## config.mk

```make
export PLATFORM = sky130hd
export DESIGN_NAME = if_stage_flat
export DESIGN_NICKNAME = d
export VERILOG_FILES = /design/src/rtl/if_stage_if.sv /design/src/rtl/if_stage.sv /design/src/flat_wrapper.sv
export SDC_FILE = /design/constraint.sdc
export NUM_CORES = 1
export LEC_CHECK = 0
export ABC_CLOCK_PERIOD_IN_PS = 5500
export BUFFER_PORTS_ARGS = -buffer_cell sky130_fd_sc_hd__buf_4
export CORE_ASPECT_RATIO = 0.6
export CORE_MARGIN = 2
export CORE_UTILIZATION = 50
export CTS_CLUSTER_SIZE = 10
export DETAILED_ROUTE_END_ITERATION = 6
export MAX_ROUTING_LAYER = met4
export PLACE_DENSITY = 0.73
export SLEW_MARGIN = 20
export SYNTH_ARGS = -nofsm -noshare
export SYNTH_HDL_FRONTEND = slang
export SYNTH_SLANG_ARGS = --single-unit
```

## constraint.sdc

```tcl
create_clock -name clk -period 5.5 [get_ports clk]
set_clock_uncertainty 0.05 [all_clocks]
set_input_delay 0.275 -clock clk [delete_from_list [all_inputs] [get_ports clk]]
set_output_delay 0.275 -clock clk [all_outputs]
set_load 0.005 [all_outputs]
```

## src/rtl/if_stage_if.sv

```systemverilog
// -----------------------------------------------------------------------------
// if_stage_if
//   Bundles every non-clock/reset signal of the instruction-fetch stage.
//
//   Decode side : stall_i, flush_i, redirect_pc_i in; pc_o, inst_o, valid_o out
//   ROM side    : rom_ce_o, rom_addr_o out; rom_data_i in (1-cycle latency)
//   Debug       : dbg_started mirrors the fetch FSM state (1 = fetching)
//
//   Handshake: valid_o/pc_o/inst_o form a registered offer to decode. While
//   stall_i=1 the offer is held unchanged; an offer with valid_o=1 is consumed
//   on every rising edge where stall_i=0. flush_i overrides stall_i and
//   retracts everything not yet consumed.
//
//   master : the fetch stage itself
//   slave  : the environment (decode, ROM, redirect source)
// -----------------------------------------------------------------------------
interface if_stage_if;
  logic        stall_i;
  logic        flush_i;
  logic [31:0] redirect_pc_i;
  logic        rom_ce_o;
  logic [31:0] rom_addr_o;
  logic [31:0] rom_data_i;
  logic [31:0] pc_o;
  logic [31:0] inst_o;
  logic        valid_o;
  logic        dbg_started;

  modport master (
    input  stall_i, flush_i, redirect_pc_i, rom_data_i,
    output rom_ce_o, rom_addr_o, pc_o, inst_o, valid_o, dbg_started
  );

  modport slave (
    output stall_i, flush_i, redirect_pc_i, rom_data_i,
    input  rom_ce_o, rom_addr_o, pc_o, inst_o, valid_o, dbg_started
  );
endinterface

```

## src/rtl/if_stage.sv

```systemverilog
// -----------------------------------------------------------------------------
// if_stage
//   Instruction-fetch stage. Generates the PC, reads a synchronous ROM with a
//   fixed one-cycle latency, and presents {pc_o, inst_o, valid_o} to decode
//   from registers. Decode stalls are absorbed by a 2-entry skid buffer; the
//   issue rule never lets skid occupancy plus the in-flight read exceed the
//   skid depth, so no returned word can ever be dropped.
//
//   Ports:
//     clk  - rising-edge clock
//     rst  - asynchronous, active-low reset
//     bus  - if_stage_if.master (decode handshake, redirect, ROM bus, debug)
//
//   Parameters:
//     RESET_PC   - first fetch address after reset
//     SKID_DEPTH - skid entries; the structure below is built for exactly 2
// -----------------------------------------------------------------------------
module if_stage #(
  parameter logic [31:0] RESET_PC   = 32'h0000_0000,
  parameter int          SKID_DEPTH = 2
) (
  input  logic        clk,
  input  logic        rst,
  if_stage_if.master  bus
);

  // Fetch control FSM: idle for one edge after reset, then fetching forever.
  typedef enum logic {
    ST_IDLE = 1'b0,
    ST_RUN  = 1'b1
  } fetch_state_e;

  fetch_state_e state_q, state_d;

  logic [31:0]      pc_q;
  logic [31:0]      issue_pc_q;   // PC of the read currently in flight
  logic             inflight_q;
  logic [1:0]       count_q;
  logic [1:0][31:0] skid_pc_q;    // entry 0 is always the head
  logic [1:0][31:0] skid_inst_q;
  logic [31:0]      out_pc_q;
  logic [31:0]      out_inst_q;
  logic             out_valid_q;

  logic             rom_ce;
  logic [2:0]       occupancy;
  logic             issue_room;
  logic             resp;
  logic             pop;
  logic             push;
  logic             wr_idx;
  logic [1:0]       count_d;
  logic             skid_overflow;

  // ---------------------------------------------------------------------------
  // FSM: state register
  // ---------------------------------------------------------------------------
  always_ff @(posedge clk or negedge rst) begin
    if (!rst) begin
      state_q <= ST_IDLE;
    end else begin
      state_q <= state_d;
    end
  end

  // FSM: next-state logic
  always_comb begin
    state_d = state_q;
    case (state_q)
      ST_IDLE: state_d = ST_RUN;
      ST_RUN:  state_d = ST_RUN;
      default: state_d = ST_IDLE;
    endcase
  end

  // FSM: output logic (ROM issue). Occupancy counts words already buffered
  // plus the one that will land next cycle; issuing only below the skid depth
  // guarantees a stalled decode can hold every word we have asked for.
  assign occupancy  = {1'b0, count_q} + {2'b00, inflight_q};
  assign issue_room = (int'(occupancy) < SKID_DEPTH);

  always_comb begin
    rom_ce = 1'b0;
    if ((state_q == ST_RUN) && !bus.flush_i && issue_room) begin
      rom_ce = 1'b1;
    end
  end

  assign bus.rom_ce_o    = rom_ce;
  assign bus.rom_addr_o  = pc_q;
  assign bus.dbg_started = (state_q == ST_RUN);

  // ---------------------------------------------------------------------------
  // Skid buffer control
  // ---------------------------------------------------------------------------
  assign resp = inflight_q;

  always_comb begin
    pop    = 1'b0;
    push   = 1'b0;
    wr_idx = 1'b0;
    if (!bus.flush_i) begin
      pop  = !bus.stall_i && (count_q != 2'd0);
      // A response is buffered unless it can go straight to the output,
      // which only happens when decode is moving and the skid is empty.
      push = resp && (bus.stall_i || (count_q != 2'd0));
    end
    // Tail slot after this cycle's pop (if any) has shifted the entries down.
    if (pop) begin
      wr_idx = (count_q == 2'd2);
    end else begin
      wr_idx = (count_q == 2'd1);
    end
  end

  always_comb begin
    count_d = count_q;
    if (bus.flush_i) begin
      count_d = 2'd0;
    end else begin
      case ({pop, push})
        2'b10:   count_d = count_q - 2'd1;
        2'b01:   count_d = count_q + 2'd1;
        default: count_d = count_q;
      endcase
    end
  end

  assign skid_overflow = push && !pop && (count_q == 2'd2);

  assert property (@(posedge clk) disable iff (!rst) !skid_overflow);

  // ---------------------------------------------------------------------------
  // PC generation and in-flight tracking
  // ---------------------------------------------------------------------------
  always_ff @(posedge clk or negedge rst) begin
    if (!rst) begin
      pc_q       <= RESET_PC;
      issue_pc_q <= 32'h0;
      inflight_q <= 1'b0;
    end else begin
      // A flush never issues, so this also retires any in-flight read.
      inflight_q <= rom_ce;
      if (rom_ce) begin
        issue_pc_q <= pc_q;
      end
      if (bus.flush_i) begin
        pc_q <= {bus.redirect_pc_i[31:2], 2'b00};
      end else if (rom_ce) begin
        pc_q <= pc_q + 32'd4;
      end
    end
  end

  // ---------------------------------------------------------------------------
  // Skid storage
  // ---------------------------------------------------------------------------
  always_ff @(posedge clk or negedge rst) begin
    if (!rst) begin
      count_q     <= 2'd0;
      skid_pc_q   <= '0;
      skid_inst_q <= '0;
    end else begin
      count_q <= count_d;
      if (pop) begin
        skid_pc_q[0]   <= skid_pc_q[1];
        skid_inst_q[0] <= skid_inst_q[1];
      end
      // Written after the shift so a same-cycle push into slot 0 wins.
      if (push) begin
        skid_pc_q[wr_idx]   <= issue_pc_q;
        skid_inst_q[wr_idx] <= bus.rom_data_i;
      end
    end
  end

  // ---------------------------------------------------------------------------
  // Output register towards decode
  // ---------------------------------------------------------------------------
  always_ff @(posedge clk or negedge rst) begin
    if (!rst) begin
      out_pc_q    <= 32'h0;
      out_inst_q  <= 32'h0;
      out_valid_q <= 1'b0;
    end else if (bus.flush_i) begin
      out_inst_q  <= 32'h0;
      out_valid_q <= 1'b0;
    end else if (!bus.stall_i) begin
      if (count_q != 2'd0) begin
        out_pc_q    <= skid_pc_q[0];
        out_inst_q  <= skid_inst_q[0];
        out_valid_q <= 1'b1;
      end else if (resp) begin
        out_pc_q    <= issue_pc_q;
        out_inst_q  <= bus.rom_data_i;
        out_valid_q <= 1'b1;
      end else begin
        // Bubble: present a NOP, keep the last PC for debug visibility.
        out_inst_q  <= 32'h0;
        out_valid_q <= 1'b0;
      end
    end
  end

  assign bus.pc_o    = out_pc_q;
  assign bus.inst_o  = out_inst_q;
  assign bus.valid_o = out_valid_q;

endmodule

```

## src/flat_wrapper.sv

```systemverilog
// flat-port wrapper written by rule: the top's interface ports become plain ports
module if_stage_flat 
#(
  parameter logic [31:0] RESET_PC   = 32'h0000_0000,
  parameter int          SKID_DEPTH = 2
)
  (clk, rst, bus_stall_i, bus_flush_i, bus_redirect_pc_i, bus_rom_data_i, bus_rom_ce_o, bus_rom_addr_o, bus_pc_o, bus_inst_o, bus_valid_o, bus_dbg_started);
  if_stage_if bus_i ();
  input  logic clk;
  input  logic rst;
  input wire logic [$bits(bus_i.stall_i)-1:0] bus_stall_i;
  input wire logic [$bits(bus_i.flush_i)-1:0] bus_flush_i;
  input wire logic [$bits(bus_i.redirect_pc_i)-1:0] bus_redirect_pc_i;
  input wire logic [$bits(bus_i.rom_data_i)-1:0] bus_rom_data_i;
  output wire logic [$bits(bus_i.rom_ce_o)-1:0] bus_rom_ce_o;
  output wire logic [$bits(bus_i.rom_addr_o)-1:0] bus_rom_addr_o;
  output wire logic [$bits(bus_i.pc_o)-1:0] bus_pc_o;
  output wire logic [$bits(bus_i.inst_o)-1:0] bus_inst_o;
  output wire logic [$bits(bus_i.valid_o)-1:0] bus_valid_o;
  output wire logic [$bits(bus_i.dbg_started)-1:0] bus_dbg_started;
  assign bus_i.stall_i = bus_stall_i;
  assign bus_i.flush_i = bus_flush_i;
  assign bus_i.redirect_pc_i = bus_redirect_pc_i;
  assign bus_i.rom_data_i = bus_rom_data_i;
  assign bus_rom_ce_o = bus_i.rom_ce_o;
  assign bus_rom_addr_o = bus_i.rom_addr_o;
  assign bus_pc_o = bus_i.pc_o;
  assign bus_inst_o = bus_i.inst_o;
  assign bus_valid_o = bus_i.valid_o;
  assign bus_dbg_started = bus_i.dbg_started;
  if_stage #(.RESET_PC(RESET_PC), .SKID_DEPTH(SKID_DEPTH)) u_core (.clk(clk), .rst(rst), .bus(bus_i));
endmodule
```

==> run_results.csv, run 1 <==
group,metric,value,unit
critical_path,worst_ep_arrival_time,2.74,ns
floorplanning,die_y,120,um
clock_network,tritoncts,"built",
grt,grt_max_degree,161,
critical_path,cp_num_buf_inv,2,
yosys,synthCells,1011,
yosys,yosysSeqAreaShare,57.1,%
critical_path,critPathLaunchType,"register",
timing,hold_viol,0,
grt,grtUsageTotal,23.9,%
timing,worst_pin_slew,1.09,ns
pwr,p_leak,6.77,nW
grt,grt_pass1_vias,8354,
pwr,vdd_drop_max,231,uV
timing,relSlewSlack,27.0,%
layout,instances_no_fill,1494,
clock_network,postCtsResizedCells,0,
grt,grt_pass1_wl,44.4,mm
pwr,power_density,426,nW/um^2
clock_network,clock_sinks,255,
timing,finalSetupViolCount,0,
placement,dp_cells,1400,
floorplanning,die_width,197,um
clock_network,h-tree-depth,1,
critical_path,critPathSlowestCell,"and2b_1",
yosys,netlist_area,11200,um^2
pwr,cell_internal_pwr,0.00421,W
layout,syn2layout_area_growth,24.5,%
pwr,switchingPower,0.00171,W
critical_path,crit_required,5.18,ns
pwr,pwr-share-seq,49.4,%
clock_network,clk_path_buf_depth,3,
pwr,swShare,28.9,%
clock_network,clkLatencyLatePin,0.52,ns
detailed_routing,drt-initial-drc-count,818,
clock_network,root_buffer,"clkbuf_16",
yosys,ys_ff_latch,255,
detailed_routing,viasPerCell,5.54,
timing,fin_tns_setup,0,ns
placement,io_buffer_count,162,
timing,finalCritPeriodShare,55.6,%
floorplanning,design.die.area,23600,um^2
clock_network,path_clk_slew,0.05,ns
critical_path,cp_common_cell,"buf_4",
layout,fin_nets,1280,
critical_path,cp_top_family,"simple AND/OR/NAND/NOR gates",
layout,diodes,0,
detailed_routing,post_drt_wl_per_cell,17.8,um
layout,final_common_cell,"dfrtp_1",
floorplanning,ios,167,
detailed_routing,first_pass_iters,7,
clock_network,cts_buffers,29,
detailed_routing,ant_nets,0,
yosys,avgSynthCellArea,11.0,um^2
critical_path,path_class,"reg -> out",
grt,antenna_found_initial,0,
timing,rsz0062_at_grt,"no",
layout,nFillCells,1746,
pwr,p_comb_share,23.4,%
timing,drv_slew,0,
floorplanning,initial_core_util,50.8,%
detailed_routing,num_vias,8272,
placement,place_congestion,0.819,
layout,drive_gt1_share,27.4,%
outcome,violations,"DRC",
floorplanning,coreArea,22000,um^2
min_path,hold_path.class,"in -> reg",
critical_path,crit_path_max_incr_delay,0.59,ns
detailed_routing,drc,4,
grt,grt-ovfl-total,0,
yosys,synthDistinctLibCells,45,
timing,fmax,0.327,GHz
pwr,clkPwrFrac,27.2,%
clock_network,postCtsSetupRepairBufs,0,
critical_path,crit_path_cell_trace,"nand2_1, and2_1, and2b_1, buf_4, buf_4",
floorplanning,num_rows,42,
yosys,synth_warnings,0,
detailed_routing,wirelength,26.6,mm
outcome,status,"finished, violations left",
layout,layout_common_cells,"dfrtp_1 (255), nand2_1 (193), buf_4 (171), mux2_2 (96), nor2_1 (69)",
job,cap_viol_max_count,0,
critical_path,path_max_fanout,19,
critical_path,critPathCaptureType,"primary output",
placement,dp_hpwl,16.3,mm
timing,min_period,3.06,ns
clock_network,hold_buffers,63,
==> registers in the layout (all words and copies together) (netlist names) <==
signal / cells
u_core.bus.dbg_started: 1
u_core.bus.inst_o: 32
u_core.bus.pc_o: 32
u_core.bus.rom_addr_o: 30
u_core.bus.valid_o: 1
u_core.count_q: 2
u_core.inflight_q: 1
u_core.issue_pc_q: 30
u_core.skid_inst_q: 64
u_core.skid_pc_q: 62
==> through the flow <==
stage / area, um^2 / setup slack, ns / util (%) / hold slack (ns) / power (W)
finish: 13900 / 2.44 / 63.3 / 0.196 / 0.00592
global route: 13900 / 2.27 / 63.3 / 0.202 / 0.00631
CTS: 13900 / 2.43 / 63.3 / 0.174 / 0.00598
detailed placement: 12500 / 2.67 / 57.0 / 0.299 / 0.00431
global placement: 12500 / 2.73 / 57.0 / 0.297 / 0.00424
floorplan: 11200 / 3.52 / - / -0.0706 / 0.00370
==> synthesized netlist by cell type <==
cell	count	share of area, %
a21oi_1	1	0.045
a222oi_1	32	2.9
a22o_1	2	0.16
a22oi_1	1	0.067
a31oi_1	64	3.6
and2_1	2	0.11
and2b_1	1	0.067
and3_1	7	0.39
and4_1	3	0.24
and4_4	1	0.10
buf_1	4	0.13
buf_2	13	0.58
buf_4	10	0.67
buf_6	7	0.71
clkbuf_1	38	1.3
conb_1	2	0.067
dfrtp_1	255	57
ha_1	4	0.45
inv_1	38	1.3
inv_2	1	0.034
mux2_2	96	9.7
mux2i_1	31	2.8
nand2_1	194	6.5
nand3_1	7	0.31
nand3_2	1	0.090
nand3_4	2	0.31
nand3b_1	1	0.067
nand4_1	7	0.39
nor2_1	70	2.4
nor2b_2	1	0.078
nor3_1	6	0.27
nor3_2	7	0.63
nor3_4	1	0.15
nor3b_1	1	0.067
nor4_2	8	0.90
nor4_4	1	0.19
nor4b_2	1	0.13
o21ai_0	38	1.7
o21ai_1	18	0.81
o21ai_2	1	0.078
o22ai_1	1	0.056
or2_1	1	0.056
or3_1	1	0.056
xnor2_1	24	1.9
xor2_1	6	0.47
==> per-layer routing <==
| metal | GRT usage [%] | wire length (um) | vias to the layer above |
|---|---|---|---|
| li1 | - | - | 3895 |
| met1 | 36.3 | 13000 | 4069 |
| met2 | 34.6 | 11600 | 280 |
| met3 | 3.37 | 1640 | 28 |
| met4 | 4.51 | 377 | 0 |
| met5 | - | 0 | - |
==> tightest hold or removal path, cell delays in order <==
cell	delay [ns]
buf_4	0.16
a31oi_1	0.17
a31oi_1	0.11
==> cell families after synthesis <==
group | Yosys count | synth area share, %
flip-flops | 255 | 57.1
buffers and inverters | 111 | 4.68
AO/OA/AOI/OAI | 158 | 9.37
multiplexers | 127 | 12.5
AND/OR/NAND/NOR | 324 | 13.5
other | 2 | 0.0673
XOR/XNOR | 30 | 2.35
adder cells (fa/ha/maj) | 4 | 0.448
==> power groups by stage <==
stage	clock network, W	registers (W)	logic [W]
after floorplan	0	0.00284	0.000854
after global placement	0	0.00292	0.00132
after detailed placement	0	0.00295	0.00136
after CTS	0.00165	0.00292	0.00140
after global routing	0.00173	0.00302	0.00155
final	0.00161	0.00293	0.00139
==> cell type report <==
type | count | area (um^2) | share of cell area (%)
Clock buffer | 30 | 739 | 5.32
Timing Repair Buffer | 237 | 1970 | 14.2
Clock inverter | 1 | 5.00 | 0.0360
Inverter | 39 | 146 | 1.05
Multi-Input combinational cell | 646 | 4300 | 30.9
Tap cell | 286 | 358 | 2.57
Sequential cell | 255 | 6380 | 45.9
==> final timing paths <==
| kind | start | to | cells after the start | slack (ns) |
|---|---|---|---|---|
| max in group asynchronous | rst | u_core.skid_pc_q[46] | 3 | 3.76 |
| max reg2reg | u_core.count_q[0] | u_core.skid_inst_q[25] | 8 | 2.67 |
| min reg2reg | u_core.bus.pc_o[2] | u_core.bus.pc_o[2] | 2 | 0.43 |
| min in group asynchronous | rst | u_core.bus.pc_o[1] | 2 | 0.35 |
| max | u_core.inflight_q | bus_rom_ce_o | 5 | 2.44 |
| min | bus_stall_i | u_core.count_q[1] | 3 | 0.20 |
(Power assumes the default switching activity.)
==> run 2: changes to the inputs <==
ABC_CLOCK_PERIOD_IN_PS = 3000   (was 5500)
clock period = 3 ns   (was 5.5 ns; I/O delays follow)
==> run 2 against run 1 <==
  * Via count increased by 1.6%
  * Count of clock-buffer cells in the layout decreased by 1
  * Register-to-register slack got worse by 2.0 ns
  * Critical path depth unchanged
  * Largest power group unchanged
  * Flip-flop and latch count unchanged
  * The run now ends clean
  * Core utilization increased by 0.48 points
  * Largest cell class unchanged
==> run_results.csv, run 2 (synthesized netlist as in run 1, its figures left out) <==
group,metric,value,unit
outcome,status,"completed",
layout,largest_registers,"u_core.skid_inst_q: 64 flops, u_core.skid_pc_q: 62 flops",
layout,drive_gt1_share,27.7,%
pwr,vdd_drop_max,423,uV
layout,max_flop_register,"u_core.skid_inst_q",
layout,diodes,0,
critical_path,worst_ep_arrival_time,2.29,ns
layout,syn2layout_area_growth,25.4,%
detailed_routing,ant_nets,0,
critical_path,r2r_end,"u_core.skid_pc_q[52]",
timing,worst_pin_slew,0.690,ns
clock_network,tritoncts,"built",
pwr,p_comb_share,23.5,%
layout,layout_common_cells,"dfrtp_1 (255), nand2_1 (193), buf_4 (172), mux2_2 (96), nor2_1 (69)",
clock_network,postCtsResizedCells,0,
clock_network,clk_path_buf_depth,3,
grt,antenna_found_initial,0,
layout,fin_nets,1287,
min_path,hold_path.class,"in -> async",
placement,place_congestion,0.809,
floorplanning,die_y,120,um
pwr,power_density,778,nW/um^2
grt,gr-usage-met3,3.34,%
layout,seq_area,6380,um^2
clock_network,h-tree-depth,1,
grt,use_met1,35.9,%
timing,relSlewSlack,54.0,%
grt,grt_max_degree,89,
critical_path,crit_required,2.80,ns
floorplanning,die_width,197,um
grt,grt-ovfl-total,0,
timing,finalCritPeriodShare,83.1,%
detailed_routing,drt-initial-drc-count,724,
floorplanning,coreArea,22000,um^2
clock_network,clkLatencyLatePin,0.53,ns
clock_network,cts_buffers,29,
detailed_routing,num_vias,8406,
critical_path,crit_start,"u_core.inflight_q",
detailed_routing,first_pass_iters,6,
layout,multi_input_area,4300,um^2
timing,fmax,0.401,GHz
detailed_routing,drc,0,
critical_path,critPathLaunchType,"register",
timing,finalSetupViolCount,0,
critical_path,path_max_fanout,27,
critical_path,critPathCaptureType,"primary output",
placement,dp_hpwl,16.7,mm
pwr,clkPwrFrac,27.0,%
layout,final_area,14000,um^2
grt,busiest_layer,"met1",
clock_network,clock_sinks,255,
floorplanning,initial_core_util,50.8,%
layout,largest_reg_flops,64,
clock_network,root_buffer,"clkbuf_16",
pwr,p_leak,6.81,nW
pwr,cell_internal_pwr,0.00772,W
grt,use_met2,34.2,%
layout,final_common_cell,"dfrtp_1",
critical_path,path_class,"reg -> out",
clock_network,postCtsSetupRepairBufs,0,
detailed_routing,wirelength,26.7,mm
placement,place_area,12600,um^2
pwr,switchingPower,0.00318,W
critical_path,setup.worst_path.end,"bus_rom_ce_o",
clock_network,hold_buffers,64,
detailed_routing,post_drt_wl_per_cell,17.8,um
floorplanning,design.die.area,23600,um^2
timing,hold_viol,0,
timing,rsz0062_at_grt,"no",
timing,drv_slew,0,
job,cap_viol_max_count,0,
detailed_routing,viasPerCell,5.60,
grt,grt_pass1_vias,8246,
timing,min_period,2.49,ns
layout,nFillCells,1711,
critical_path,rrSetupSlack,0.63,ns
floorplanning,num_rows,42,
floorplanning,ios,167,
critical_path,rr_worst_depth,7,
pwr,swShare,29.2,%
grt,grtUsageTotal,23.7,%
timing,fin_tns_setup,0,ns
placement,io_buffer_count,162,
grt,grt_pass1_wl,43.7,mm
clock_network,path_clk_slew,0.06,ns
pwr,pwr-share-seq,49.5,%
critical_path,reg2reg_from,"u_core.count_q[1]",
## run 2: cell count changes in the layout (fill, tap and decap cells not counted), sizes merged
cell,before,now
buf,174,180
clkbuf,30,29
clkinv,1,0
clkinvlp,0,1
dlygate4sd3,63,64
## run 2: layout make-up
| type | count | share of cell area (%) |
|---|---|---|
| clock buffers | 29 | 5.18 |
| clock inverters | 1 | 0.0536 |
| inverters | 39 | 1.05 |
| multi-input cells | 646 | 30.7 |
| flip-flops and latches | 255 | 45.6 |
| well taps | 286 | 2.56 |
| repair buffers | 244 | 14.9 |
## run 2: worst min path at each step
stage	startpoint	depth (start not counted)	to	slack (ns)
after CTS	bus_flush_i	3	u_core.bus.rom_addr_o[30]	0.10
after detailed placement	rst	1	u_core.bus.pc_o[22]	0.1
after floorplan	rst	0	u_core.bus.dbg_started	-0.20
after global routing	bus_flush_i	3	u_core.bus.rom_addr_o[30]	0.13
final	rst	2	u_core.bus.pc_o[23]	0.12
after global placement	rst	1	u_core.bus.pc_o[22]	0.1
## run 2: stage by stage
stage / hold slack (ns) / cells / util, % / setup WS (ns) / power (W)
floorplan: -0.196 / 1012 / - / 1.02 / 0.00678
global placement: 0.0967 / 1406 / 57.5 / 0.707 / 0.00778
detailed placement: 0.0984 / 1406 / 57.5 / 0.675 / 0.00793
CTS: 0.102 / 1500 / 63.8 / 0.496 / 0.0110
global route: 0.130 / 1500 / 63.8 / 0.370 / 0.0115
finish: 0.116 / 1500 / 63.8 / 0.506 / 0.0109
## run 2: per-layer routing
metal,part of all wire [%],up-vias
met5,0,-
met4,1.6,0
met2,44,260
met3,5.4,39
li1,-,3906
met1,49,4201
## run 2: worst max-delay path, cell delays in order, from the launching register on
cell	delay [ns]
dfrtp_1	0.51
nand2_1	0.17
and2_1	0.32
and2b_1	0.35
buf_12	0.25
buf_4	0.14
## run 2: power groups by stage
stage,logic [W],registers [W],clock network (W)
2_1_floorplan,0.00157,0.00521,0
3_3_place_gp,0.00242,0.00536,0
3_5_place_dp,0.00252,0.00541,0
4_1_cts,0.00259,0.00537,0.00300
5_1_grt,0.00286,0.00554,0.00315
6_report,0.00256,0.00540,0.00294
==> run 3: changes to the inputs <==
ABC_AREA = 1   (was not set)
ABC_CLOCK_PERIOD_IN_PS = 2300   (was 3000)
clock period = 2.3 ns   (was 3 ns; I/O delays follow)
==> run 3 against run 2 <==
  * Total power up 44%
  * Count of clock-buffer cells in the layout up 1
  * Sequential power up 31%
  * Final cell count up 32%
  * Register-to-register slack worse by 0.40 ns
  * Design area up 5.7%
  * Sequential share of layout area down 2.5 points
  * Clock power up 35%
==> run_results.csv, run 3 <==
group,metric,value,unit
layout,fin_nets,1736,
min_path,hold_path.class,"in -> reg",
critical_path,critPathLaunchType,"register",
critical_path,crit_cells,5,
grt,grt_pass1_vias,9727,
yosys,synth.most_common_cell,"nand2_1",
timing,finalCritPeriodShare,92.4,%
clock_network,clk_path_buf_depth,3,
grt,grt_pass1_wl,50.5,mm
layout,drive_gt1_share,14.8,%
yosys,synth_ff_type,"dfrtp_1",
layout,nFillCells,1919,
timing,min_period,2.13,ns
layout,diodes,0,
placement,dp_slack,0.179,ns
min_path,hold_start,"bus_stall_i",
critical_path,critPathSlowestCell,"dfrtp_1",
critical_path,worst_ep_arrival_time,1.96,ns
floorplanning,design.die.area,24600,um^2
floorplanning,coreArea,23000,um^2
floorplanning,num_rows,43,
clock_network,root_buffer,"clkbuf_16",
detailed_routing,num_vias,10400,
critical_path,cp_num_buf_inv,2,
floorplanning,die_width,201,um
clock_network,clkLatencyLatePin,0.53,ns
critical_path,rrSetupSlack,0.23,ns
timing,finalSetupViolCount,0,
grt,grtUsageTotal,26.3,%
floorplanning,ios,167,
critical_path,crit_required,2.13,ns
layout,max_flop_register,"u_core.skid_inst_q",
timing,relSlewSlack,61.5,%
floorplanning,initial_core_util,50.7,%
yosys,yosysSeqAreaShare,54.6,%
min_path,min_to,"u_core.bus.inst_o[2]",
pwr,power_density,1060,nW/um^2
timing,rsz0062_at_grt,"no",
clock_network,h-tree-depth,1,
layout,largest_reg_flops,64,
grt,grt-ovfl-total,0,
floorplanning,die_y,122,um
min_path,hold_depth,4,
placement,place_congestion,0.947,
critical_path,crit_path_max_incr_delay,0.44,ns
detailed_routing,viasPerCell,5.26,
yosys,synth_top_area_share,54.6,%
layout,largest_registers,"u_core.skid_inst_q: 64 flops, u_core.skid_pc_q: 62 flops",
layout,layout_common_cells,"nand2_1 (482), dfrtp_1 (255), buf_4 (189), inv_1 (157), o21ai_0 (129)",
clock_network,tritoncts,"built",
clock_network,path_clk_slew,0.06,ns
job,cap_viol_max_count,0,
clock_network,cts_buffers,29,
timing,hold_viol,0,
yosys,netlist_area,11700,um^2
critical_path,path_class,"reg -> out",
yosys,synth_warnings,0,
critical_path,crit_path_cell_trace,"nand2_1, nand2_1, nor2_4, buf_4, buf_4",
grt,antenna_found_initial,0,
critical_path,reg2reg_from,"u_core.bus.rom_addr_o[2]",
detailed_routing,wirelength,31.3,mm
clock_network,clock_sinks,255,
yosys,synth_top_area_cell,"dfrtp_1",
placement,dp_cells,1877,
timing,fmax,0.470,GHz
placement,dp_hpwl,20.1,mm
timing,drv_slew,0,
critical_path,r2r_end,"u_core.bus.rom_addr_o[22]",
yosys,synth_common_cells,"nand2_1 (482), dfrtp_1 (255), inv_1 (157)",
timing,fin_tns_setup,0,ns
yosys,synth_edf_count,0,
grt,grt_max_degree,73,
detailed_routing,drc,0,
yosys,synthDistinctLibCells,29,
timing,fin_ws,0.174,ns
critical_path,rr_worst_depth,8,
placement,io_buffer_count,162,
layout,final_common_cell,"nand2_1",
pwr,vdd_drop_max,678,uV
yosys,synth.area.top_cells,"dfrtp_1 (55%), nand2_1 (15%), o21ai_0 (5.5%)",
detailed_routing,drt-initial-drc-count,858,
outcome,status,"completed",
yosys,async_reset_ff_share,100,%
timing,worst_pin_slew,0.576,ns
critical_path,path_max_fanout,19,
yosys,ys_ff_latch,255,
detailed_routing,post_drt_wl_per_cell,15.8,um
detailed_routing,first_pass_iters,5,
layout,syn2layout_area_growth,26.8,%
critical_path,cp_top_family,"simple AND/OR/NAND/NOR gates",
detailed_routing,ant_nets,0,
yosys,synthCells,1440,
layout,instances_no_fill,1979,
pwr,p_leak,7.26,nW
yosys,avgSynthCellArea,8.11,um^2
critical_path,critPathCaptureType,"primary output",
run 3: cell count changes after synthesis, moves of 33 or more:
cell,delta
o21ai_0,+91
mux2_2,-96
nand2_1,+288
inv_1,+119
o21ai_1,+51
nand3_1,+47
a31oi_1,-33
run 3: where the power goes:
part / internal (W) / switching [W]
Clock: 0.00232 / 0.00165
Combinational: 0.00204 / 0.00262
Sequential: 0.00608 / 0.000981
run 3: metal layers:
| layer | GRT usage (%) | wire, um |
|---|---|---|
| met1 | 38.5 | 14800 |
| met5 | - | 0 |
| met4 | 5.74 | 543 |
| met2 | 38.9 | 13800 |
| met3 | 4.33 | 2240 |
run 3: timing repair:
action                                 4_1_cts  5_1_grt
resized for setup                            0        2
setup endpoints to repair                    0       30
hold buffers                                68        0
setup buffers                                0        3
endpoints found under the hold margin      381        0
run 3: per-stage QoR:
step / hold slack (ns) / total power [W] / utilization, % / area [um^2]
2_1_floorplan: -0.231 / 0.00962 / - / 11700
3_3_place_gp: 0.0268 / 0.0114 / 57.9 / 13300
3_5_place_dp: 0.0224 / 0.0116 / 57.9 / 13300
4_1_cts: 0.00843 / 0.0158 / 64.2 / 14800
5_1_grt: 0.0168 / 0.0167 / 64.3 / 14800
6_report: 0.0153 / 0.0157 / 64.3 / 14800
run 3: worst register-to-register path, delay by kind of cell (launching register included):
family | cells | cell delay, ns
fa+ha+maj | 1 | 0.20
flops | 1 | 0.42
simple gates | 7 | 1.30
run 3: cell families (layout without fill, tap and decap cells):
family / after synthesis / in the layout / synth area share, %
XOR/XNOR: 3 / 3 / 0.225
adder cells (fa/ha/maj): 4 / 4 / 0.429
buffers and inverters: 239 / 462 / 8.68
other: 2 / 3 / 0.0643
flip-flops: 255 / 255 / 54.6
AO/OA/AOI/OAI: 286 / 286 / 13.9
AND/OR/NAND/NOR: 651 / 651 / 22.1
run 3: final cells by class:
| class | instances | area, um^2 | share of cell area (%) |
|---|---|---|---|
| clock buffer | 30 | 729 | 4.93 |
| multi-input combinational | 947 | 4310 | 29.1 |
| timing repair buffer | 270 | 2360 | 16.0 |
| sequential | 255 | 6380 | 43.1 |
| tap | 315 | 394 | 2.66 |
| inverter | 161 | 604 | 4.08 |
| clock inverter | 1 | 30.0 | 0.203 |
run 3: how the worst max path moves through the flow:
stage                     slack [ns]              start                     end
final                           0.17  u_core.inflight_q            bus_rom_ce_o
after global routing            0.06  u_core.inflight_q            bus_rom_ce_o
after CTS                       0.06  u_core.inflight_q            bus_rom_ce_o
after detailed placement        0.18  u_core.count_q[1]    u_core.skid_pc_q[36]
after global placement          0.24  u_core.count_q[1]  u_core.skid_inst_q[39]
after floorplan                 0.54  u_core.count_q[0]     u_core.skid_pc_q[3]
